===== src/rtl/aead_serial_loader.sv =====
// Accepts parallel key/nonce/AD/plaintext operands, streams them MSB-first to a
// bit-serial AEAD core, then issues the start request and waits for completion.
module aead_serial_loader #(
  parameter int K            = 128,
  parameter int Y            = 64,
  parameter int L            = 40,
  parameter int START_CYCLES = 5
) (
  input  logic         clk,
  input  logic         rst,
  input  logic         load_validxSI,
  output logic         load_readyxSO,
  input  logic [K-1:0] keyxDI,
  input  logic [127:0] noncexDI,
  input  logic [L-1:0] associated_dataxDI,
  input  logic [Y-1:0] plain_textxDI,
  output logic         keyxSO,
  output logic         noncexSO,
  output logic         associated_dataxSO,
  output logic         plain_textxSO,
  output logic         shift_enxSO,
  output logic         encryption_startxSO,
  input  logic         encryption_readyxSI,
  output logic         donexSO
);

  localparam int KY      = (K > Y) ? K : Y;
  localparam int KYL     = (KY > L) ? KY : L;
  localparam int MAX_LEN = (KYL > 128) ? KYL : 128;
  localparam int CW      = $clog2(MAX_LEN + 1);

  typedef enum logic [2:0] {IDLE, SHIFT, START, WAIT, DONE} state_t;

  state_t         state;
  logic [CW-1:0]  i;
  logic [3:0]     start_cnt;
  logic [K-1:0]   key_sr;
  logic [127:0]   nonce_sr;
  logic [L-1:0]   ad_sr;
  logic [Y-1:0]   pt_sr;
  logic           accept;

  // load_readyxSO is high only while the FSM idles, so it doubles as the accept gate
  assign accept = load_readyxSO && load_validxSI;

  always_ff @(posedge clk) begin
    if (rst) begin
      state               <= IDLE;
      i                   <= '0;
      start_cnt           <= '0;
      key_sr              <= '0;
      nonce_sr            <= '0;
      ad_sr               <= '0;
      pt_sr               <= '0;
      load_readyxSO       <= 1'b1;
      keyxSO              <= 1'b0;
      noncexSO            <= 1'b0;
      associated_dataxSO  <= 1'b0;
      plain_textxSO       <= 1'b0;
      shift_enxSO         <= 1'b0;
      encryption_startxSO <= 1'b0;
      donexSO             <= 1'b0;
    end else begin
      load_readyxSO       <= 1'b0;
      keyxSO              <= 1'b0;
      noncexSO            <= 1'b0;
      associated_dataxSO  <= 1'b0;
      plain_textxSO       <= 1'b0;
      shift_enxSO         <= 1'b0;
      encryption_startxSO <= 1'b0;
      donexSO             <= 1'b0;
      case (state)
        IDLE: begin
          load_readyxSO <= !accept;
          if (accept) begin
            key_sr   <= keyxDI;
            nonce_sr <= noncexDI;
            ad_sr    <= associated_dataxDI;
            pt_sr    <= plain_textxDI;
            i        <= '0;
            state    <= SHIFT;
          end
        end
        SHIFT: begin
          // Zero fill makes shorter operands read as 0 once their bits run out
          shift_enxSO        <= 1'b1;
          keyxSO             <= key_sr[K-1];
          noncexSO           <= nonce_sr[127];
          associated_dataxSO <= ad_sr[L-1];
          plain_textxSO      <= pt_sr[Y-1];
          key_sr             <= {key_sr[K-2:0], 1'b0};
          nonce_sr           <= {nonce_sr[126:0], 1'b0};
          ad_sr              <= {ad_sr[L-2:0], 1'b0};
          pt_sr              <= {pt_sr[Y-2:0], 1'b0};
          i                  <= i + 1'b1;
          if (i == CW'(MAX_LEN - 1)) begin
            start_cnt <= '0;
            state     <= START;
          end
        end
        START: begin
          encryption_startxSO <= 1'b1;
          start_cnt           <= start_cnt + 4'd1;
          if (start_cnt == 4'(START_CYCLES - 1)) state <= WAIT;
        end
        WAIT: begin
          if (encryption_readyxSI) state <= DONE;
        end
        DONE: begin
          donexSO <= 1'b1;
          state   <= IDLE;
        end
        default: state <= IDLE;
      endcase
    end
  end

endmodule


===== config.mk =====
export PLATFORM = sky130hd
export DESIGN_NAME = aead_serial_loader
export DESIGN_NICKNAME = d
export VERILOG_FILES = /design/src/rtl/aead_serial_loader.sv
export SDC_FILE = /design/constraint.sdc
export NUM_CORES = 1
export LEC_CHECK = 0
export BUFFER_PORTS_ARGS = -buffer_cell sky130_fd_sc_hd__buf_2
export CAP_MARGIN = 20
export CORE_MARGIN = 3
export CORE_UTILIZATION = 40
export DETAILED_ROUTE_END_ITERATION = 6
export SYNTH_ARGS = -nofsm -noshare
export SYNTH_HDL_FRONTEND = slang
export SYNTH_SLANG_ARGS = --single-unit

===== constraint.sdc =====
create_clock -name clk -period 4.84 [get_ports clk]
set_input_delay 0.484 -clock clk [delete_from_list [all_inputs] [get_ports clk]]
set_output_delay 0.484 -clock clk [all_outputs]
set_load 0.01 [all_outputs]

# Yosys cells after proc, flatten, opt, wreduce, memory -nomap -nowiden
# Index checks and enable logic that the tools add are counted.
# Widths: inputs -> output; s select.
[totals]
reg_bits = 383
inputBits = 364
out_inout_bits = 8
wordCells = 58
[op_classes]
reduce_logical = 9
mux = 21
addsub = 2
n_bitwise = 1
n_eq_ne = 10
[ops]
columns = ["cell", "n"]
rows = [
  ["$pmux 128 s2", 2],
  ["$mux 128", 2],
  ["$pmux 64 s2", 1],
  ["$pmux 40 s2", 1],
  ["$mux 64", 1],
  ["$mux 40", 1],
  ["$pmux 8 s2", 1],
  ["$mux 3", 4],
  ["$pmux 3 s4", 1],
  ["$add 8x1->8 const B", 1],
  ["$eq 8x7->1 const B", 1],
  ["$mux 8", 1],
  ["$ne 2x2->1 const B", 4],
  ["$pmux 4 s2", 1],
  ["$eq 3x2->1 const B", 2],
  ["$add 4x1->4 const B", 1],
  ["$eq 4x3->1 const B", 1],
  ["$mux 1", 4],
  ["$mux 4", 1],
  ["$reduce_and 2->1", 2],
  ["$reduce_and 4->1", 1],
  ["$reduce_bool 2->1", 2],
  ["$eq 3x1->1 const B", 1],
  ["$eq 3x3->1 const B", 1],
  ["5 further kinds", 5],
]

# Longest topological paths before layout
[depth]
word_depth = 3
mapped_depth = 7
ltp_nobuf = 4

# Worst setup path after synthesis
# No wires, ideal clock.
[synth_timing]
kind = "reg2reg"
start = "register i[0]"
end = "register state[1]"
stages_incl_launch_ff = 5
setup_slack_ns = 3.169
period_less_slack_ns = 1.671
n_path_buf = 0
setup_ns = 0.086
arrival_time_ns = 1.585
required_ns = 4.754
cell_sequence = "dfxtp_1 -> ha_1 -> nand4_2 -> or4b_2 -> a211oi_1"
[synth_between]
elab_chain_cells = 3
[synth_rtl]
columns = ["item", "line_no", "rtl"]
rows = [
  ["from (decl)", "35", "logic [CW-1:0] i;"],
  ["from (signal assigned)", "95", "i <= i + 1'b1;"],
  ["$eq 8x7->1", "96", "if (i == CW'(MAX_LEN - 1)) begin"],
  ["$ne 2x2->1 (no source line)", "--", ""],
  ["$reduce_and 4->1 (no source line)", "--", ""],
  ["to (signal assigned)", "98", "state <= START;"],
  ["to (signal assigned)", "104", "if (start_cnt == 4'(START_CYCLES - 1)) state <= WAIT;"],
  ["to (signal assigned)", "107", "if (encryption_readyxSI) state <= DONE;"],
  ["to (decl)", "34", "state_t state;"],
]
# No other way between the ends.
# A chain may end at the register's enable or synchronous reset.

# Final worst setup path
[layout_timing]
start = "register load_readyxSO"
end = "register nonce_sr[80]"
[layout_between]
elab_chain_cells = 3
[layout_rtl]
columns = ["item", "line_no", "rtl"]
rows = [
  ["from (decl)", "12", "output logic load_readyxSO,"],
  ["from (signal assigned)", "74", "load_readyxSO <= !accept;"],
  ["$logic_and 1x1->1", "44", "assign accept = load_readyxSO && load_validxSI;"],
  ["$ne 2x2->1 (no source line)", "--", ""],
  ["$reduce_and 2->1 (no source line)", "--", ""],
  ["to (signal assigned)", "77", "nonce_sr <= noncexDI;"],
  ["to (signal assigned)", "92", "nonce_sr <= {nonce_sr[126:0], 1'b0};"],
  ["to (decl)", "38", "logic [127:0] nonce_sr;"],
]
# No other way between the ends.

==> results <==
- The flow ran to the end, and the final reports show no timing, DRC or antenna violations.
- The area of combinational cells with multiple inputs is between 6000 and 7000 um2.
- The largest buffer count on any clock path is 3.
- The vias per cell is about 5.5.
- In the post-synthesis netlist, the biggest area contributors are dfxtp_1 (47%), o221a_2 (19%), a21oi_1 (11%), inv_1 (7.5%), o221a_1 (2.8%).
- The floorplan has 73 rows.
- Counting every sink on the clock net gives around 380.
- The worst setup path is captured at a flip-flop.
- The highest ir drop seen on vdd is 0.301 mV.
- TritonCTS built the clock tree.
- The transition time of the tightest slew-check pin is ~1100 ps.
- The clock-pin slew reported for the worst setup and hold paths after clock tree synthesis is around 60 ps.
- In the final timing run, aggregate negative setup slack is 0 ps.
- The clock root buffer is clkbuf_16.
- The clock tree synthesis step divided the H-tree into 2 levels.
- For this block, the initial DRC count from the detailed router was ~1.4k.
- The number of nets in the layout is ~2.3k.
- The proportion of synthesized flip-flops having asynchronous set or reset is 0%.
- The proportion of synthesized chip area in sequential cells is approximately 47%.
- The met3 wire length is 3.11 mm.
- For this run, design rule violations remaining after detail routing come to 0.
- The routed wire length on met2 is between 20 and 25 mm.
- The congestion estimate from routability-driven global placement came to 0.757.
- Once placement finished, the instance area stood at roughly 18000 um2.
- The worst setup path is launched from a flip-flop.
- For this design the top-level I/O count stands at around 370.
- The final critical-path share of the clock period is slightly below 60%.
- The synthesis-to-finish area growth is 20.1%.
- The number of synthesized flops with an enable pin is 0.
- The endpoint arrival time on the critical path is between 3000 and 4000 ps.
- Setup violations remaining at the end of the flow were counted as 0.
- The cell area after synthesis is 16300 um2.
- The area of the core is roughly 40000 um2.
- The shortest period the worst path allows is approximately 2800 ps.
- The number of antenna violations at the first check in global routing is 20.
- The final critical-path setup slack is about 2100 ps.
- For this block, the via count after detailed routing is around 14k.
- In this run the remaining antenna-violating nets after routing total 0.
- The critical path data required time is between 5000 and 6000 ps.
- The number of buffers created by CTS is 44.
- The overall fraction of global-route tracks in use is between 15 and 20%.
- The clock latency on the worst-skew pair is ~550 ps.
- The commonest cells after synthesis are dfxtp_1 (383), a21oi_1 (363), inv_1 (326).
- The clock arrives with between 10 and 15 ps of skew.
- The number of global-route vias before repair is between 10k and 15k.
- The most used flip-flop cell after synthesis is dfxtp_1.
- Setup repair after global routing left no endpoint under its margin.
- Yosys printed 0 warnings.
- Along the worst path, the maximum fanout reaches roughly 180.
- Summed over its instances, the top area cell type makes up between 40% and 50% of the synthesized netlist area.
- Buffers placed on the I/O ports in this run total approximately 370.
- The wire length of the first global-routing pass is approximately 72 mm.
- The number of hold violations in the final report is 0.
- The leftover overflow at the end of global routing is 0.
- Once the floorplan was initialized, standard cells occupied about 41% of the core.
- The floorplan step defined a die boundary enclosing roughly 43000 um2.
- The maximum clock frequency is 358 MHz.
- For this block, wires on met1 add up to 21.7 mm.
- Counting the fill cells in the layout gives 3802.
- The average instance in the mapped netlist occupies 9.48 um2.
- The largest net degree at the start of global routing is about 210.
- The number of buffers inserted by post-CTS setup repair is 0.
- Summed over all instances, the cell type with the most area after synthesis is dfxtp_1.
- The ratio of cells with drive above 1 in the final layout is 37.1%.
- The final-report max-slew violation count was 0.
- The number of flip-flops and latches in the synthesized netlist is around 380.
- Before CTS, the worst setup slack after placement is 2190 ps.
- The final cell area excluding filler cells is between 15000 and 20000 um2.
- After clock tree synthesis, the flow added hold-fix buffers numbering 0.
- The die outline height is 208 um.
- In this run the worst hold path is classified as input port to flip-flop.
- For this run, the detailed router's first-pass iteration total came to 5.
- On the critical path, the stage with the largest delay is an instance of and2_2.
- The x dimension of the die is about 210 um.
- In the final layout, flip-flops and latches occupy between 7000 and 8000 um2.
- The power per standard cell area is 413 nW/um2.
- Yosys mapped the design onto 46 distinct sky130hd cell types.
- Power comes to between 8000 and 9000 uW.
- The detailed router used layers up to and including met5.
- The most frequent cell after synthesis is dfxtp_1.
- Across the run, the number of max-cap violations was 0.
- Synthesis produced a netlist whose cell count is about 1.7k.
- The final wirelength is around 46 mm.
- The largest single stage delay on the critical path is about 740 ps.
- The class of the most critical setup path is flip-flop to flip-flop.
- The utilization after layout is between 40% and 50%.
- Gates resized during post-CTS repair numbered 0.
- Walking the worst path, the cells encountered are and2_2 -> nand2_4 -> buf_12 -> o221a_2.
- Headroom to the max-slew limit came out at 27.4%.
- The number of nets produced by synthesis is 2089.
- The leakage power total is about 0.0081 uW.
- The post-detailed-placement half-perimeter wirelength is 28.1 mm.
- In the final routed layout, each cell accounts on average for ~18 um.
-- worst paths after layout --
| check | startpoint | cells past startpoint | slack, ps | end |
|---|---|---|---|---|
| setup / recovery | load_readyxSO$_SDFF_PP1_ | 4 | 2050 | nonce_sr[80]$_SDFFE_PP0P_ |
| hold / removal | associated_dataxDI[0] | 3 | 180 | ad_sr[0]$_SDFFE_PP0P_ |
| setup reg to reg | load_readyxSO$_SDFF_PP1_ | 4 | 2050 | nonce_sr[80]$_SDFFE_PP0P_ |
| hold reg to reg | nonce_sr[127]$_SDFFE_PP0P_ | 1 | 450 | noncexSO$_SDFF_PP0_ |
-- metrics by stage --
| stage | hold slack (ps) | instances |
|---|---|---|
| 2_1_floorplan | 423 | 1722 |
| 3_3_place_gp | 437 | 2461 |
| 3_5_place_dp | 443 | 2461 |
| 4_1_cts | 149 | 2538 |
| 5_1_grt | 179 | 2548 |
| 6_report | 185 | 2551 |
-- critical path, delay by kind of cell, from the launching register on --
| family | cells | cell delay (ps) |
|---|---|---|
| and+or+nand+nor | 2 | 1030 |
| AOI/OAI and AO/OA | 1 | 530 |
| DFF | 1 | 450 |
| buffers and inverters | 1 | 290 |
-- cell families (layout without fill, tap and decap cells) --
| logic type | after synthesis | in the layout | synth area share [%] |
|---|---|---|---|
| compound gates | 780 | 780 | 37.5 |
| simple gates | 55 | 55 | 2.19 |
| mux | 1 | 1 | 0.0690 |
| other cells | 0 | 13 | 0 |
| buf+inv | 500 | 791 | 13.1 |
| fa+ha+maj | 3 | 3 | 0.230 |
| flops | 383 | 383 | 47.0 |
-- metal layers --
layer  GRT usage, %  vias up
met3           5.22       73
met4           6.25       14
met5              0        -
li1               -     6823
met1           28.5     6722
met2           29.2      354
-- registers in the layout, indices dropped and copies added (netlist names) --
signal               cells
key_sr                 128
nonce_sr               128
pt_sr                   64
ad_sr                   40
i                        8
start_cnt                4
state                    3
associated_dataxSO       1
donexSO                  1
encryption_startxSO      1
keyxSO                   1
load_readyxSO            1
noncexSO                 1
plain_textxSO            1
shift_enxSO              1
-- layout by cell type, fill, tap and decap left out, types with 9 or more instances in the layout --
| master | count |
|---|---|
| diode_2 | 13 |
| inv_1 | 326 |
| clkbuf_1 | 13 |
| clkbuf_16 | 45 |
| o21ai_0 | 37 |
| a21oi_1 | 363 |
| dfxtp_1 | 383 |
| clkbuf_8 | 9 |
| o221a_2 | 282 |
| buf_4 | 11 |
| buf_2 | 370 |
| a32oi_1 | 34 |
| o221a_1 | 40 |
-- power by group --
group,internal [uW],switching [uW],total [uW]
combinational,553,608,1160
clock,1950,1300,3250
sequential,3500,181,3680
-- area by class of cell --
class / instances / area share, %
multi-input combinational: 839 / 33.4
antenna: 13 / 0.166
tap: 525 / 3.35
sequential: 383 / 39.1
clock inverter: 10 / 0.524
timing repair buffer: 388 / 10.6
inverter: 326 / 6.25
clock buffer: 67 / 6.63
No activity file was read; power rests on OpenSTA's default activity.
